**src/rtl/fc_argmax.sv**
```systemverilog
// Argmax consumer for the FC layer: snapshots ten signed scores on the rising edge of fc_done,
// scans them one per cycle and presents the winning index/score on a valid/ready handshake.
module fc_argmax #(
    parameter int SCORE_WIDTH = 32,
    parameter int NUM_CLASSES = 10,
    parameter int IDX_WIDTH   = 4,
    parameter int DROP_WIDTH  = 8
) (
    input  logic                   clk,
    input  logic                   rst,
    input  logic                   fc_done,
    input  logic [SCORE_WIDTH-1:0] prob_0,
    input  logic [SCORE_WIDTH-1:0] prob_1,
    input  logic [SCORE_WIDTH-1:0] prob_2,
    input  logic [SCORE_WIDTH-1:0] prob_3,
    input  logic [SCORE_WIDTH-1:0] prob_4,
    input  logic [SCORE_WIDTH-1:0] prob_5,
    input  logic [SCORE_WIDTH-1:0] prob_6,
    input  logic [SCORE_WIDTH-1:0] prob_7,
    input  logic [SCORE_WIDTH-1:0] prob_8,
    input  logic [SCORE_WIDTH-1:0] prob_9,
    output logic                   class_valid,
    input  logic                   class_ready,
    output logic [IDX_WIDTH-1:0]   class_idx,
    output logic [SCORE_WIDTH-1:0] class_score,
    output logic                   busy,
    output logic [DROP_WIDTH-1:0]  drop_cnt
);

    typedef enum logic [1:0] {
        IDLE  = 2'd0,
        SCAN  = 2'd1,
        VALID = 2'd2
    } state_t;

    localparam logic [IDX_WIDTH-1:0]   IDX_ZERO   = {IDX_WIDTH{1'b0}};
    localparam logic [IDX_WIDTH-1:0]   IDX_ONE    = {{(IDX_WIDTH-1){1'b0}}, 1'b1};
    localparam logic [IDX_WIDTH-1:0]   LAST_PTR   = IDX_WIDTH'(NUM_CLASSES - 32'sd1);
    localparam logic [SCORE_WIDTH-1:0] SCORE_ZERO = {SCORE_WIDTH{1'b0}};
    localparam logic [DROP_WIDTH-1:0]  DROP_ZERO  = {DROP_WIDTH{1'b0}};
    localparam logic [DROP_WIDTH-1:0]  DROP_ONE   = {{(DROP_WIDTH-1){1'b0}}, 1'b1};
    localparam logic [DROP_WIDTH-1:0]  DROP_MAX   = {DROP_WIDTH{1'b1}};

    state_t                 state_r, state_s;
    logic                   fc_done_r;
    logic [IDX_WIDTH-1:0]   ptr_r, ptr_s;
    logic [SCORE_WIDTH-1:0] score_r [NUM_CLASSES];
    logic [SCORE_WIDTH-1:0] score_s [NUM_CLASSES];
    logic [SCORE_WIDTH-1:0] prob_s  [NUM_CLASSES];
    logic [SCORE_WIDTH-1:0] best_score_r, best_score_s;
    logic [IDX_WIDTH-1:0]   best_idx_r, best_idx_s;
    logic                   valid_s;
    logic [IDX_WIDTH-1:0]   idx_s;
    logic [SCORE_WIDTH-1:0] out_score_s;
    logic [DROP_WIDTH-1:0]  drop_s;
    logic                   start_s, accept_s, capture_s, drop_evt_s, greater_s;

    // Gather the flat score ports into an indexable array.
    always_comb begin
        prob_s[0] = prob_0;
        prob_s[1] = prob_1;
        prob_s[2] = prob_2;
        prob_s[3] = prob_3;
        prob_s[4] = prob_4;
        prob_s[5] = prob_5;
        prob_s[6] = prob_6;
        prob_s[7] = prob_7;
        prob_s[8] = prob_8;
        prob_s[9] = prob_9;
    end

    // Next-state and next-output logic for the scan FSM.
    always_comb begin
        start_s      = fc_done & ~fc_done_r;
        accept_s     = class_valid & class_ready;
        state_s      = state_r;
        ptr_s        = ptr_r;
        score_s      = score_r;
        best_score_s = best_score_r;
        best_idx_s   = best_idx_r;
        valid_s      = class_valid;
        idx_s        = class_idx;
        out_score_s  = class_score;
        drop_s       = drop_cnt;
        capture_s    = 1'b0;
        drop_evt_s   = 1'b0;
        // Strict compare keeps the lowest index on ties.
        greater_s    = $signed(score_r[ptr_r]) > $signed(best_score_r);

        case (state_r)
            IDLE: begin
                if (start_s) begin
                    capture_s = 1'b1;
                end else begin
                    state_s = IDLE;
                end
            end
            SCAN: begin
                drop_evt_s = start_s;
                if (greater_s) begin
                    best_score_s = score_r[ptr_r];
                    best_idx_s   = ptr_r;
                end else begin
                    best_score_s = best_score_r;
                end
                if (ptr_r == LAST_PTR) begin
                    state_s     = VALID;
                    valid_s     = 1'b1;
                    idx_s       = best_idx_s;
                    out_score_s = best_score_s;
                end else begin
                    ptr_s = ptr_r + IDX_ONE;
                end
            end
            VALID: begin
                if (accept_s) begin
                    valid_s = 1'b0;
                    if (start_s) begin
                        capture_s = 1'b1;
                    end else begin
                        state_s = IDLE;
                    end
                end else begin
                    drop_evt_s = start_s;
                end
            end
            default: begin
                state_s = IDLE;
                valid_s = 1'b0;
            end
        endcase

        if (capture_s) begin
            score_s      = prob_s;
            best_score_s = prob_s[0];
            best_idx_s   = IDX_ZERO;
            ptr_s        = IDX_ONE;
            state_s      = SCAN;
        end else begin
            ptr_s = ptr_s;
        end

        if (drop_evt_s && (drop_cnt != DROP_MAX)) begin
            drop_s = drop_cnt + DROP_ONE;
        end else begin
            drop_s = drop_cnt;
        end
    end

    // State, snapshot and output registers.
    always_ff @(posedge clk) begin
        if (rst) begin
            state_r      <= IDLE;
            fc_done_r    <= 1'b0;
            ptr_r        <= IDX_ZERO;
            best_score_r <= SCORE_ZERO;
            best_idx_r   <= IDX_ZERO;
            class_valid  <= 1'b0;
            class_idx    <= IDX_ZERO;
            class_score  <= SCORE_ZERO;
            busy         <= 1'b0;
            drop_cnt     <= DROP_ZERO;
            for (int k = 0; k < NUM_CLASSES; k++) begin
                score_r[k] <= SCORE_ZERO;
            end
        end else begin
            state_r      <= state_s;
            fc_done_r    <= fc_done;
            ptr_r        <= ptr_s;
            best_score_r <= best_score_s;
            best_idx_r   <= best_idx_s;
            class_valid  <= valid_s;
            class_idx    <= idx_s;
            class_score  <= out_score_s;
            busy         <= (state_s != IDLE);
            drop_cnt     <= drop_s;
            for (int k = 0; k < NUM_CLASSES; k++) begin
                score_r[k] <= score_s[k];
            end
        end
    end

endmodule
```
**config.mk**
```make
export PLATFORM = sky130hd
export DESIGN_NAME = fc_argmax
export DESIGN_NICKNAME = d
export VERILOG_FILES = /design/src/rtl/fc_argmax.sv
export SDC_FILE = /design/constraint.sdc
export NUM_CORES = 1
export LEC_CHECK = 0
export CAP_MARGIN = 20
export CELL_PAD_IN_SITES_DETAIL_PLACEMENT = 1
export CELL_PAD_IN_SITES_GLOBAL_PLACEMENT = 2
export CORE_AREA = 2 2 210 295
export CTS_CLUSTER_SIZE = 24
export DETAILED_ROUTE_END_ITERATION = 6
export DIE_AREA = 0 0 212 297
export HOLD_SLACK_MARGIN = 0.03
export PLACE_DENSITY = 0.81
export SETUP_SLACK_MARGIN = 0.1
export SYNTH_ARGS = -nofsm -noshare
export SYNTH_HDL_FRONTEND = slang
export SYNTH_SLANG_ARGS = --single-unit
export TNS_END_PERCENT = 1
```
**constraint.sdc**
```tcl
create_clock -name clk -period 5.6 [get_ports clk]
set_input_delay 0.56 -clock clk [delete_from_list [all_inputs] [get_ports clk]]
set_output_delay 0.56 -clock clk [all_outputs]
set_load 0.1 [all_outputs]
```
== After elaboration in Yosys (flattened, before gate mapping) ==
Cells that the tools add are included.

* Bits in registers: 409
* Bits of input ports: 324
* Output and inout bits: 46
* Logic and storage cells: 70

* Add/subtract/negate cells: 2
* $lt $le $gt $ge: 2
* Equal/unequal tests: 7
* Muxes and demuxes: 23
* Bitwise gates (word level): 6
* Reductions and logical operators: 9

{| class="wikitable"
|+ Operator list
! kind !! count
|-
| $mux 32 || 5
|-
| $bmux 32 s4 || 1
|-
| $gt 32x32->1 || 1
|-
| $add 8x1->8 const B || 1
|-
| $mux 1 || 8
|-
| $mux 2 || 4
|-
| $ne 8x8->1 const B || 1
|-
| $ne 2x2->1 const B || 3
|-
| $pmux 2 s3 || 1
|-
| $reduce_and 2->1 || 3
|-
| $ge 5x5->1 const B || 1
|-
| $not 4->5 || 1
|-
| $add 4x1->4 const B || 1
|-
| $eq 4x4->1 const B || 1
|-
| $mux 4 || 1
|-
| $pmux 1 s2 || 2
|-
| $reduce_bool 2->1 || 2
|-
| $not 1->1 || 3
|-
| $pmux 1 s3 || 1
|-
| $reduce_and 3->1 || 1
|-
| $and 1x1->1 || 2
|-
| $eq 2x1->1 const B || 1
|-
| $eq 2x2->1 const B || 1
|-
| $logic_not 2->1 || 1
|-
| other kinds (2) || 2
|}

== Depth between registers and ports, before layout ==
Gate-level depths: netlist of the first run.

* Word-level depth: 8
* Depth in mapped cells: 16

== Worst setup path after synthesis of the first run ==
Ideal clock, no wire load.

* Kind: register -> register
* From: reg ptr_r[0]
* To: reg class_score[11]
* Setup time: 0.126 ns
* Arrival time: 3.913 ns
* Required time: 5.474 ns
* Path slack: 1.561 ns
* Cell stages (with the launch flop): 17
* Path buffers: 5
* Clock period less this slack: 4.039 ns
* Cells stage by stage: dfxtp_1 buf_2 buf_2 buf_1 mux4_2 mux2i_1 o22ai_1 ha_1 nand4_1 or4_4 o21ai_1 o21ba_2 nor3_2 buf_6 buf_12 mux2i_1 o21ai_1

* Longest elaborated chain between the ends: 6
* Elaborated cells on any way between the ends: 8

{| class="wikitable"
|+ RTL lines
! item !! line !! source
|-
| from (decl) || 46 || <nowiki>logic [IDX_WIDTH-1:0] ptr_r, ptr_s;</nowiki>
|-
| from (signal assigned) || 169 || <nowiki>ptr_r <= ptr_s;</nowiki>
|-
| $not 4->5 (not written as such) || 88, 101 ||
|-
| $bmux 32 s4 || 88, 101 ||
|-
| $mux 32 (not written as such) (2 in series) || 88, 101 ||
|-
| $gt 32x32->1 || 88 || <nowiki>greater_s = $signed(score_r[ptr_r]) > $signed(best_score_r);</nowiki>
|-
| $mux 32 || 100 || <nowiki>if (greater_s) begin</nowiki>
|-
| to (signal assigned) || 174 || <nowiki>class_score <= out_score_s;</nowiki>
|-
| to (decl) || 25 || <nowiki>output logic [SCORE_WIDTH-1:0] class_score,</nowiki>
|}

Several ways; a longest one is shown, not always the timed one. The select of a mux whose other input is x is not followed.
A chain may end at the register's enable or synchronous reset.

== Worst setup path in the final report of the first run ==
* From: reg ptr_r[1]
* To: reg best_score_r[0]

* Longest elaborated chain between the ends: 8

{| class="wikitable"
|+ RTL lines
! item !! line !! source
|-
| $not 4->5 (not written as such) (*) || 88, 101 ||
|-
| $bmux 32 s4 (*) || 88, 101 ||
|-
| $mux 32 (not written as such) (*) (2 in series) || 88, 101 ||
|-
| $gt 32x32->1 || 88 ||
|-
| $mux 32 (*) || 100 ||
|-
| $mux 32 (*) || 90 || <nowiki>case (state_r)</nowiki>
|-
| $mux 32 (*) || 133 || <nowiki>if (capture_s) begin</nowiki>
|-
| to (signal assigned) || 170 || <nowiki>best_score_r <= best_score_s;</nowiki>
|-
| to (decl) || 50 || <nowiki>logic [SCORE_WIDTH-1:0] best_score_r, best_score_s;</nowiki>
|}

Every way passes the cells marked *; elsewhere a longest branch is shown, timed or not. The select of a mux whose other input is x is not followed.

==> results of run 1 <==
[state kept, by name (all words and copies together), names as in the netlist]
signal,count
ptr_r,4
state_r,2
class_valid,1
class_score,32
best_score_r,32
drop_cnt,8
fc_done_r,1
best_idx_r,4
score_r,320
class_idx,4
busy,1
[cells in the mapped netlist (2+ instances only)]
master | count | area share [%]
sky130_fd_sc_hd__nor2_1 | 21 | 0.44
sky130_fd_sc_hd__or4_4 | 2 | 0.13
sky130_fd_sc_hd__buf_12 | 3 | 0.34
sky130_fd_sc_hd__a21oi_1 | 344 | 9.6
sky130_fd_sc_hd__xor2_1 | 4 | 0.20
sky130_fd_sc_hd__mux2i_1 | 103 | 5.8
sky130_fd_sc_hd__o21ai_0 | 21 | 0.59
sky130_fd_sc_hd__ha_1 | 39 | 2.7
sky130_fd_sc_hd__o21a_1 | 2 | 0.084
sky130_fd_sc_hd__nand2_1 | 657 | 14
sky130_fd_sc_hd__o22ai_1 | 33 | 1.2
sky130_fd_sc_hd__buf_1 | 12 | 0.25
sky130_fd_sc_hd__buf_2 | 17 | 0.47
sky130_fd_sc_hd__o21ai_1 | 54 | 1.5
sky130_fd_sc_hd__dlygate4sd3_1 | 5 | 0.28
sky130_fd_sc_hd__inv_1 | 37 | 0.77
sky130_fd_sc_hd__nand4_1 | 12 | 0.42
sky130_fd_sc_hd__xnor2_1 | 2 | 0.098
sky130_fd_sc_hd__clkbuf_1 | 130 | 2.7
sky130_fd_sc_hd__mux4_2 | 64 | 8.0
sky130_fd_sc_hd__a21o_1 | 3 | 0.13
sky130_fd_sc_hd__and3_1 | 2 | 0.070
sky130_fd_sc_hd__dfxtp_1 | 409 | 46
sky130_fd_sc_hd__nor3_1 | 35 | 0.98
sky130_fd_sc_hd__a31oi_1 | 32 | 1.1
sky130_fd_sc_hd__nor2b_1 | 4 | 0.14
sky130_fd_sc_hd__nand3_1 | 36 | 1.0
sky130_fd_sc_hd__or3_1 | 2 | 0.070
sky130_fd_sc_hd__nand3b_1 | 2 | 0.084
[layer usage]
metal	global-route usage [%]	vias up
met5	0	-
met4	7.46	0
met3	3.06	82
met2	35.1	338
met1	28.3	7840
li1	-	7810
[cells by family after synthesis]
family,synth area share (%)
AO/OA/AOI/OAI,15.0
XOR/XNOR,0.293
adder cells (fa/ha/maj),2.72
buffers and inverters,5.07
flip-flops,45.7
multiplexers,13.9
AND/OR/NAND/NOR,17.3
[stage by stage]
| stage | power (mW) | setup slack (ns) | instance area, sq um | hold WS [ns] |
|---|---|---|---|---|
| 2_1_floorplan | 4.06 | 1.56 | 17900 | 0.433 |
| 3_3_place_gp | 4.55 | 0.914 | 22200 | 0.440 |
| 3_5_place_dp | 4.58 | 0.885 | 22200 | 0.446 |
| 4_1_cts | 7.76 | 0.853 | 23700 | 0.429 |
| 5_1_grt | 8.00 | 0.604 | 23800 | 0.461 |
| 6_report | 7.66 | 0.837 | 23800 | 0.421 |
[power by group through the flow]
stage,clock network (mW),logic (mW),registers [mW]
2_1_floorplan,0,0.873,3.19
3_3_place_gp,0,1.32,3.23
3_5_place_dp,0,1.35,3.24
4_1_cts,3.23,1.35,3.17
5_1_grt,3.35,1.46,3.19
6_report,3.16,1.34,3.17
[worst max path at each step]
| stage | cells past startpoint | from | slack (ns) | end |
|---|---|---|---|---|
| final | 13 | ptr_r[1] | 0.84 | best_score_r[0] |
| after global routing | 13 | ptr_r[1] | 0.60 | best_score_r[0] |
| after detailed placement | 13 | ptr_r[1] | 0.88 | best_score_r[0] |
| after CTS | 13 | ptr_r[1] | 0.85 | best_score_r[0] |
| after floorplan | 16 | ptr_r[0] | 1.56 | class_score[11] |
| after global placement | 13 | ptr_r[1] | 0.91 | best_score_r[0] |
[area by class of cell]
cell class	count	area share (%)
multi-input combinational	1494	37.3
sequential	409	34.5
timing repair buffer	397	16.7
clock buffer	64	5.47
tap	817	4.30
clock inverter	13	1.07
inverter	38	0.601
antenna	6	0.0632
==> run_summary.xml, run 1 <==
<?xml version="1.0" encoding="UTF-8"?>
<metrics>
  <group name="power">
    <metric name="worst_ir_drop_vdd" unit="V">0.000177</metric>
    <metric name="power_frac_seq" unit="%">41.4</metric>
    <metric name="clockPowerShare" unit="%">41.2</metric>
    <metric name="power.leakage" unit="nW">8.36</metric>
    <metric name="switching_power" unit="mW">2.07</metric>
    <metric name="internal-power" unit="mW">5.60</metric>
    <metric name="power.share.combinational" unit="%">17.4</metric>
    <metric name="sw_frac_of_total" unit="%">26.9</metric>
    <metric name="power_per_cell_area" unit="nW/um^2">323</metric>
  </group>
  <group name="critical_path">
    <metric name="required" unit="ns">6.09</metric>
    <metric name="path_common_cell" unit="">sky130_fd_sc_hd__buf_4</metric>
    <metric name="cp_cell_sequence" unit="">buf_4 &gt; mux4_2 &gt; mux2i_1 &gt; o22ai_1 &gt; ha_1 &gt; nand4_1 &gt; or4_4 &gt; o21ai_1 &gt; o21ba_2 &gt; nor3_4 &gt; buf_4 &gt; mux2_2 &gt; o21ai_0</metric>
    <metric name="regToRegSetupSlack" unit="ns">0.84</metric>
    <metric name="rr_startpoint" unit="">ptr_r[1]</metric>
    <metric name="max_stage_delay" unit="ns">0.71</metric>
    <metric name="critical_path_buf_inv_count" unit="">2</metric>
    <metric name="critical_path.top_delay_family" unit="">multiplexers</metric>
    <metric name="critPathSlowestCell" unit="">sky130_fd_sc_hd__dfxtp_4</metric>
    <metric name="critPathCaptureType" unit="">flop</metric>
    <metric name="worst_setup_path_start_kind" unit="">flop</metric>
    <metric name="cp.arrival" unit="ns">5.25</metric>
    <metric name="setup.worst_path.class" unit="">reg -&gt; reg</metric>
    <metric name="r2r_cells" unit="">13</metric>
    <metric name="crit_path_max_fanout" unit="">32</metric>
    <metric name="r2r-end" unit="">best_score_r[0]</metric>
  </group>
  <group name="detailed_routing">
    <metric name="top_signal_layer_used" unit="">met4</metric>
    <metric name="detail-route-antenna-nets" unit="">0</metric>
    <metric name="detail_route.drc_violations" unit="">0</metric>
    <metric name="detail_route.wirelength" unit="um">67700</metric>
    <metric name="drt-wirelength-per-cell" unit="um">20.9</metric>
    <metric name="vias" unit="">16100</metric>
    <metric name="wire_length_on_met1" unit="um">30300</metric>
    <metric name="route.met2.wl" unit="um">32600</metric>
    <metric name="dr.pass1.iters" unit="">5</metric>
    <metric name="viasPerCell" unit="">4.96</metric>
    <metric name="drtIter0Drc" unit="">905</metric>
    <metric name="met3RoutedLength" unit="um">2660</metric>
  </group>
  <group name="logic_synthesis">
    <metric name="synthDistinctLibCells" unit="">53</metric>
    <metric name="mappedNetlistNets" unit="">2474</metric>
    <metric name="syn_avg_cell_area" unit="sq um">8.49</metric>
    <metric name="synth_seq_area_share" unit="%">45.7</metric>
    <metric name="synthCells" unit="">2111</metric>
    <metric name="ys_warn_count" unit="">0</metric>
    <metric name="synthArstFlopShare" unit="%">0</metric>
    <metric name="synth_seq_cells" unit="">409</metric>
    <metric name="synth.cell_area" unit="sq um">17900</metric>
    <metric name="number_of_enable_flip_flop_cells_after_synthesis" unit="">0</metric>
    <metric name="top_ff_cell_synth" unit="">sky130_fd_sc_hd__dfxtp_1</metric>
  </group>
  <group name="clock_network">
    <metric name="cts.reportedPaths.clkPinSlew" unit="ns">0.06</metric>
    <metric name="cts_tree" unit="">yes</metric>
    <metric name="cts.root.buffer_cell" unit="">sky130_fd_sc_hd__clkbuf_16</metric>
    <metric name="clock_sink_count" unit="">409</metric>
    <metric name="ctsLongestPathBuffers" unit="">3</metric>
    <metric name="cts_setup_buffers" unit="">0</metric>
    <metric name="insertion_delay" unit="ns">0.57</metric>
    <metric name="cts_hold_buffers" unit="">0</metric>
    <metric name="cts_htree_levels" unit="">2</metric>
    <metric name="post_cts_resize_count" unit="">0</metric>
    <metric name="cts-buffers-inserted" unit="">43</metric>
  </group>
  <group name="placement">
    <metric name="place_congestion" unit="">0.846</metric>
    <metric name="numPortBuffers" unit="">369</metric>
    <metric name="numPlacedInstances" unit="">3155</metric>
    <metric name="dp.final_hpwl" unit="um">49500</metric>
  </group>
  <group name="timing">
    <metric name="period_minus_slack" unit="ns">4.76</metric>
    <metric name="final.period_utilization" unit="%">85.1</metric>
    <metric name="final.setup.tns" unit="ns">0</metric>
    <metric name="worst_pin_slew" unit="ns">1.82</metric>
    <metric name="slew_headroom" unit="%">-21.0</metric>
    <metric name="finalMaxSlewViolations" unit="">184</metric>
    <metric name="setup-violations-final" unit="">0</metric>
    <metric name="timing_hold_violations_final" unit="">0</metric>
    <metric name="unrepaired_setup_endpoints_after_global_routing" unit="">false</metric>
    <metric name="fmaxAchievable" unit="GHz">0.210</metric>
    <metric name="fin_worst_skew" unit="ns">0.0161</metric>
  </group>
  <group name="global_routing">
    <metric name="grt_overflow" unit="">0</metric>
    <metric name="grt_first_pass_wirelength" unit="um">103000</metric>
    <metric name="maximum_number_of_pins_on_one_net_before_global_route_repair" unit="">264</metric>
    <metric name="antenna_violations_before_repair" unit="">6</metric>
    <metric name="global_route.usage.total" unit="%">21.3</metric>
    <metric name="first_global_vias" unit="">17000</metric>
  </group>
  <group name="floorplan">
    <metric name="num_rows" unit="">107</metric>
    <metric name="floorplan.die.height" unit="um">297</metric>
    <metric name="area_inside_the_core_boundary" unit="sq um">60400</metric>
    <metric name="initial_util" unit="%">29.7</metric>
    <metric name="die_area" unit="sq um">63000</metric>
    <metric name="i_o_pins" unit="">370</metric>
    <metric name="die_width" unit="um">212</metric>
  </group>
  <group name="final_layout">
    <metric name="mostFrequentLayoutCells" unit="">657 x sky130_fd_sc_hd__nand2_1, 405 x sky130_fd_sc_hd__dfxtp_1, 368 x sky130_fd_sc_hd__clkdlybuf4s50_1</metric>
    <metric name="final_net_count" unit="">2746</metric>
    <metric name="flow.area_growth_from_synthesis" unit="%">32.5</metric>
    <metric name="layout.core_utilization" unit="%">39.3</metric>
    <metric name="layout-drive-gt1-share" unit="%">7.41</metric>
    <metric name="mostFrequentLayoutCell" unit="">sky130_fd_sc_hd__nand2_1</metric>
    <metric name="fill_cells" unit="">7017</metric>
    <metric name="instances_no_fill" unit="">3238</metric>
    <metric name="register_cell_area_after_layout" unit="sq um">8200</metric>
    <metric name="multi_input_area" unit="sq um">8860</metric>
  </group>
  <group name="hold_path">
    <metric name="hold-path-cell-count" unit="">2</metric>
    <metric name="worstHoldPathType" unit="">in -&gt; reg</metric>
    <metric name="worstHoldEndpoint" unit="">drop_cnt[6]</metric>
    <metric name="hold_path_startpoint" unit="">rst</metric>
  </group>
  <group name="flow_run">
    <metric name="cap_violations" unit="">0</metric>
  </group>
  <group name="outcome">
    <metric name="violated_checks" unit="">slew limit</metric>
    <metric name="status" unit="">finished, violations left</metric>
  </group>
</metrics>
Note: power is estimated with default switching activity, not from simulation.
==> inputs of run 2 (changes only) <==
--- a/config.mk
+++ b/config.mk
@@ -18,4 +18,4 @@
 export SYNTH_ARGS = -nofsm -noshare
 export SYNTH_HDL_FRONTEND = slang
 export SYNTH_SLANG_ARGS = --single-unit
-export TNS_END_PERCENT = 1
+export TNS_END_PERCENT = 50
==> results of run 2 <==
Same layout as run 1: the final DEF is identical, and so are final timing and power.
==> inputs of run 3 (changes only) <==
--- a/config.mk
+++ b/config.mk
@@ -12,6 +12,7 @@
 export CTS_CLUSTER_SIZE = 24
 export DETAILED_ROUTE_END_ITERATION = 6
 export DIE_AREA = 0 0 212 297
+export GPL_TIMING_DRIVEN = 0
 export HOLD_SLACK_MARGIN = 0.03
 export PLACE_DENSITY = 0.81
 export SETUP_SLACK_MARGIN = 0.1
==> run_summary.xml, run 3 (synthesis gave the netlist of run 1 again) <==
<?xml version="1.0" encoding="UTF-8"?>
<metrics>
  <group name="placement">
    <metric name="dpl_cell_area" unit="sq um">22600</metric>
    <metric name="detailedPlace.worstSlack" unit="ns">0.0596</metric>
    <metric name="numPortBuffers" unit="">369</metric>
    <metric name="numPlacedInstances" unit="">3297</metric>
    <metric name="dp.final_hpwl" unit="um">63800</metric>
    <metric name="place_congestion" unit="">0.875</metric>
  </group>
  <group name="timing">
    <metric name="finalMaxSlewViolations" unit="">0</metric>
    <metric name="unrepaired_setup_endpoints_after_global_routing" unit="">false</metric>
    <metric name="fin_worst_skew" unit="ns">0.0205</metric>
    <metric name="final.setup.tns" unit="ns">0</metric>
    <metric name="slew_headroom" unit="%">30.5</metric>
    <metric name="period_minus_slack" unit="ns">5.32</metric>
    <metric name="timing_hold_violations_final" unit="">0</metric>
    <metric name="worst_pin_slew" unit="ns">1.04</metric>
    <metric name="fmaxAchievable" unit="GHz">0.188</metric>
    <metric name="setup-violations-final" unit="">0</metric>
    <metric name="setup_ws" unit="ns">0.284</metric>
    <metric name="final.period_utilization" unit="%">94.9</metric>
  </group>
  <group name="floorplan">
    <metric name="floorplan.die.height" unit="um">297</metric>
    <metric name="area_inside_the_core_boundary" unit="sq um">60400</metric>
    <metric name="num_rows" unit="">107</metric>
    <metric name="die_area" unit="sq um">63000</metric>
    <metric name="i_o_pins" unit="">370</metric>
    <metric name="die_width" unit="um">212</metric>
    <metric name="initial_util" unit="%">29.7</metric>
  </group>
  <group name="critical_path">
    <metric name="r2r-end" unit="">class_score[12]</metric>
    <metric name="r2r_cells" unit="">16</metric>
    <metric name="setup.worst_path.class" unit="">reg -&gt; reg</metric>
    <metric name="critical_path_buf_inv_count" unit="">5</metric>
    <metric name="crit_path_max_fanout" unit="">10</metric>
    <metric name="cp_cell_sequence" unit="">buf_2 &gt; buf_2 &gt; buf_1 &gt; mux4_2 &gt; mux2i_1 &gt; o22ai_1 &gt; ha_1 &gt; nand4_1 &gt; or4_4 &gt; o21ai_1 &gt; o21ba_2 &gt; nor3_2 &gt; buf_6 &gt; buf_12 &gt; mux2i_1 &gt; o21ai_1</metric>
    <metric name="critPathCaptureType" unit="">flop</metric>
    <metric name="critical_path.top_delay_family" unit="">buffers and inverters</metric>
    <metric name="worst_setup_path_start_kind" unit="">flop</metric>
    <metric name="required" unit="ns">6.06</metric>
    <metric name="critPathSlowestCell" unit="">sky130_fd_sc_hd__or4_4</metric>
    <metric name="rr_startpoint" unit="">ptr_r[1]</metric>
    <metric name="regToRegSetupSlack" unit="ns">0.28</metric>
    <metric name="cp.arrival" unit="ns">5.77</metric>
    <metric name="max_stage_delay" unit="ns">0.59</metric>
  </group>
  <group name="final_layout">
    <metric name="layout-drive-gt1-share" unit="%">6.34</metric>
    <metric name="largest_register_ff_count" unit="">320</metric>
    <metric name="regMostFlops" unit="">score_r</metric>
    <metric name="mostFrequentLayoutCells" unit="">657 x sky130_fd_sc_hd__nand2_1, 409 x sky130_fd_sc_hd__dfxtp_1, 369 x sky130_fd_sc_hd__clkdlybuf4s50_1</metric>
    <metric name="flow.area_growth_from_synthesis" unit="%">34.0</metric>
    <metric name="mostFrequentLayoutCell" unit="">sky130_fd_sc_hd__nand2_1</metric>
    <metric name="finalInstanceArea" unit="sq um">24000</metric>
    <metric name="final_net_count" unit="">2887</metric>
    <metric name="top_regs" unit="">score_r x320, best_score_r x32, class_score x32</metric>
    <metric name="instances_no_fill" unit="">3375</metric>
  </group>
  <group name="hold_path">
    <metric name="hold-path-cell-count" unit="">2</metric>
    <metric name="worstHoldEndpoint" unit="">score_r[203]</metric>
    <metric name="worstHoldPathType" unit="">reg -&gt; reg</metric>
    <metric name="hold_path_startpoint" unit="">score_r[203]</metric>
  </group>
  <group name="power">
    <metric name="power.leakage" unit="nW">8.41</metric>
    <metric name="power_per_cell_area" unit="nW/um^2">312</metric>
    <metric name="clockPowerShare" unit="%">38.0</metric>
    <metric name="switching_power" unit="mW">2.15</metric>
    <metric name="worst_ir_drop_vdd" unit="V">0.000167</metric>
    <metric name="power.share.combinational" unit="%">19.9</metric>
    <metric name="sw_frac_of_total" unit="%">28.7</metric>
    <metric name="power_frac_seq" unit="%">42.2</metric>
    <metric name="internal-power" unit="mW">5.34</metric>
    <metric name="totalPowerFinal" unit="mW">7.49</metric>
  </group>
  <group name="outcome">
    <metric name="status" unit="">finished, final reports clean</metric>
  </group>
  <group name="clock_network">
    <metric name="cts_tree" unit="">yes</metric>
    <metric name="cts_setup_buffers" unit="">0</metric>
    <metric name="cts_htree_levels" unit="">2</metric>
    <metric name="cts-buffers-inserted" unit="">42</metric>
    <metric name="cts_hold_buffers" unit="">0</metric>
    <metric name="insertion_delay" unit="ns">0.58</metric>
    <metric name="ctsLongestPathBuffers" unit="">3</metric>
    <metric name="clock_sink_count" unit="">409</metric>
    <metric name="cts.root.buffer_cell" unit="">sky130_fd_sc_hd__clkbuf_16</metric>
    <metric name="cts.reportedPaths.clkPinSlew" unit="ns">0.06</metric>
  </group>
  <group name="global_routing">
    <metric name="grt_overflow" unit="">0</metric>
    <metric name="maximum_number_of_pins_on_one_net_before_global_route_repair" unit="">15</metric>
    <metric name="global_route.usage.total" unit="%">24.3</metric>
    <metric name="first_global_vias" unit="">18300</metric>
    <metric name="grt_first_pass_wirelength" unit="um">113000</metric>
    <metric name="antenna_violations_before_repair" unit="">23</metric>
  </group>
  <group name="detailed_routing">
    <metric name="drtIter0Drc" unit="">720</metric>
    <metric name="drt-wirelength-per-cell" unit="um">22.9</metric>
    <metric name="detail-route-antenna-nets" unit="">0</metric>
    <metric name="dr.pass1.iters" unit="">5</metric>
    <metric name="detail_route.drc_violations" unit="">0</metric>
    <metric name="vias" unit="">16800</metric>
    <metric name="detail_route.wirelength" unit="um">77300</metric>
    <metric name="viasPerCell" unit="">4.99</metric>
  </group>
  <group name="flow_run">
    <metric name="cap_violations" unit="">0</metric>
  </group>
</metrics>
## run 3: worst min-delay path, cell delays in order, from the launching register on
cell and delay (ns):
sky130_fd_sc_hd__dfxtp_1 0.31, sky130_fd_sc_hd__nand2_1 0.05, sky130_fd_sc_hd__a21oi_1 0.05
## run 3: timing repair
action / CTS / global route
pin swaps: 0 / 0
setup endpoints to repair: 30 / 52
gates resized for setup: 1 / 3
## run 3: worst max-delay path by stage
stage                     startpoint               to  slack [ns]  depth (start not counted)
after floorplan             ptr_r[0]  class_score[11]        1.56                         16
after global placement      ptr_r[0]  class_score[12]        0.12                         16
after detailed placement    ptr_r[0]  class_score[12]        0.06                         16
after CTS                   ptr_r[1]  class_score[12]        0.15                         16
after global routing        ptr_r[1]  class_score[20]        0.12                         16
final                       ptr_r[1]  class_score[12]        0.28                         16
## run 3: power groups by stage
| stage | clock network [mW] | logic [mW] | registers (mW) |
|---|---|---|---|
| global route | 3.01 | 1.61 | 3.17 |
| finish | 2.84 | 1.49 | 3.16 |
| CTS | 2.91 | 1.51 | 3.16 |
| detailed placement | 0 | 1.50 | 3.22 |
| floorplan | 0 | 0.873 | 3.19 |
| global placement | 0 | 1.48 | 3.21 |
## run 3: final cells by class
class,count,area (sq um)
inverter,38,143
buffer,170,774
clock buffer,64,1280
tap,817,1020
multi-input combinational,1494,8830
clock inverter,10,80.1
timing repair buffer,369,3690
antenna,4,10.0
fill,7076,36400
sequential,409,8190
## run 3: routing by layer
layer  part of all wire, %  GRT usage, %
met3                   5.2          5.27
met2                    53          45.6
met1                    37          25.3
met5                  0.31             0
met4                   5.2          11.6
## run 3: per-stage QoR
| stage | utilization [%] | hold WS (ns) |
|---|---|---|
| 2_1_floorplan | - | 0.433 |
| 3_3_place_gp | 37.5 | 0.439 |
| 3_5_place_dp | 37.5 | 0.447 |
| 4_1_cts | 39.7 | 0.455 |
| 5_1_grt | 39.8 | 0.473 |
| 6_report | 39.8 | 0.454 |
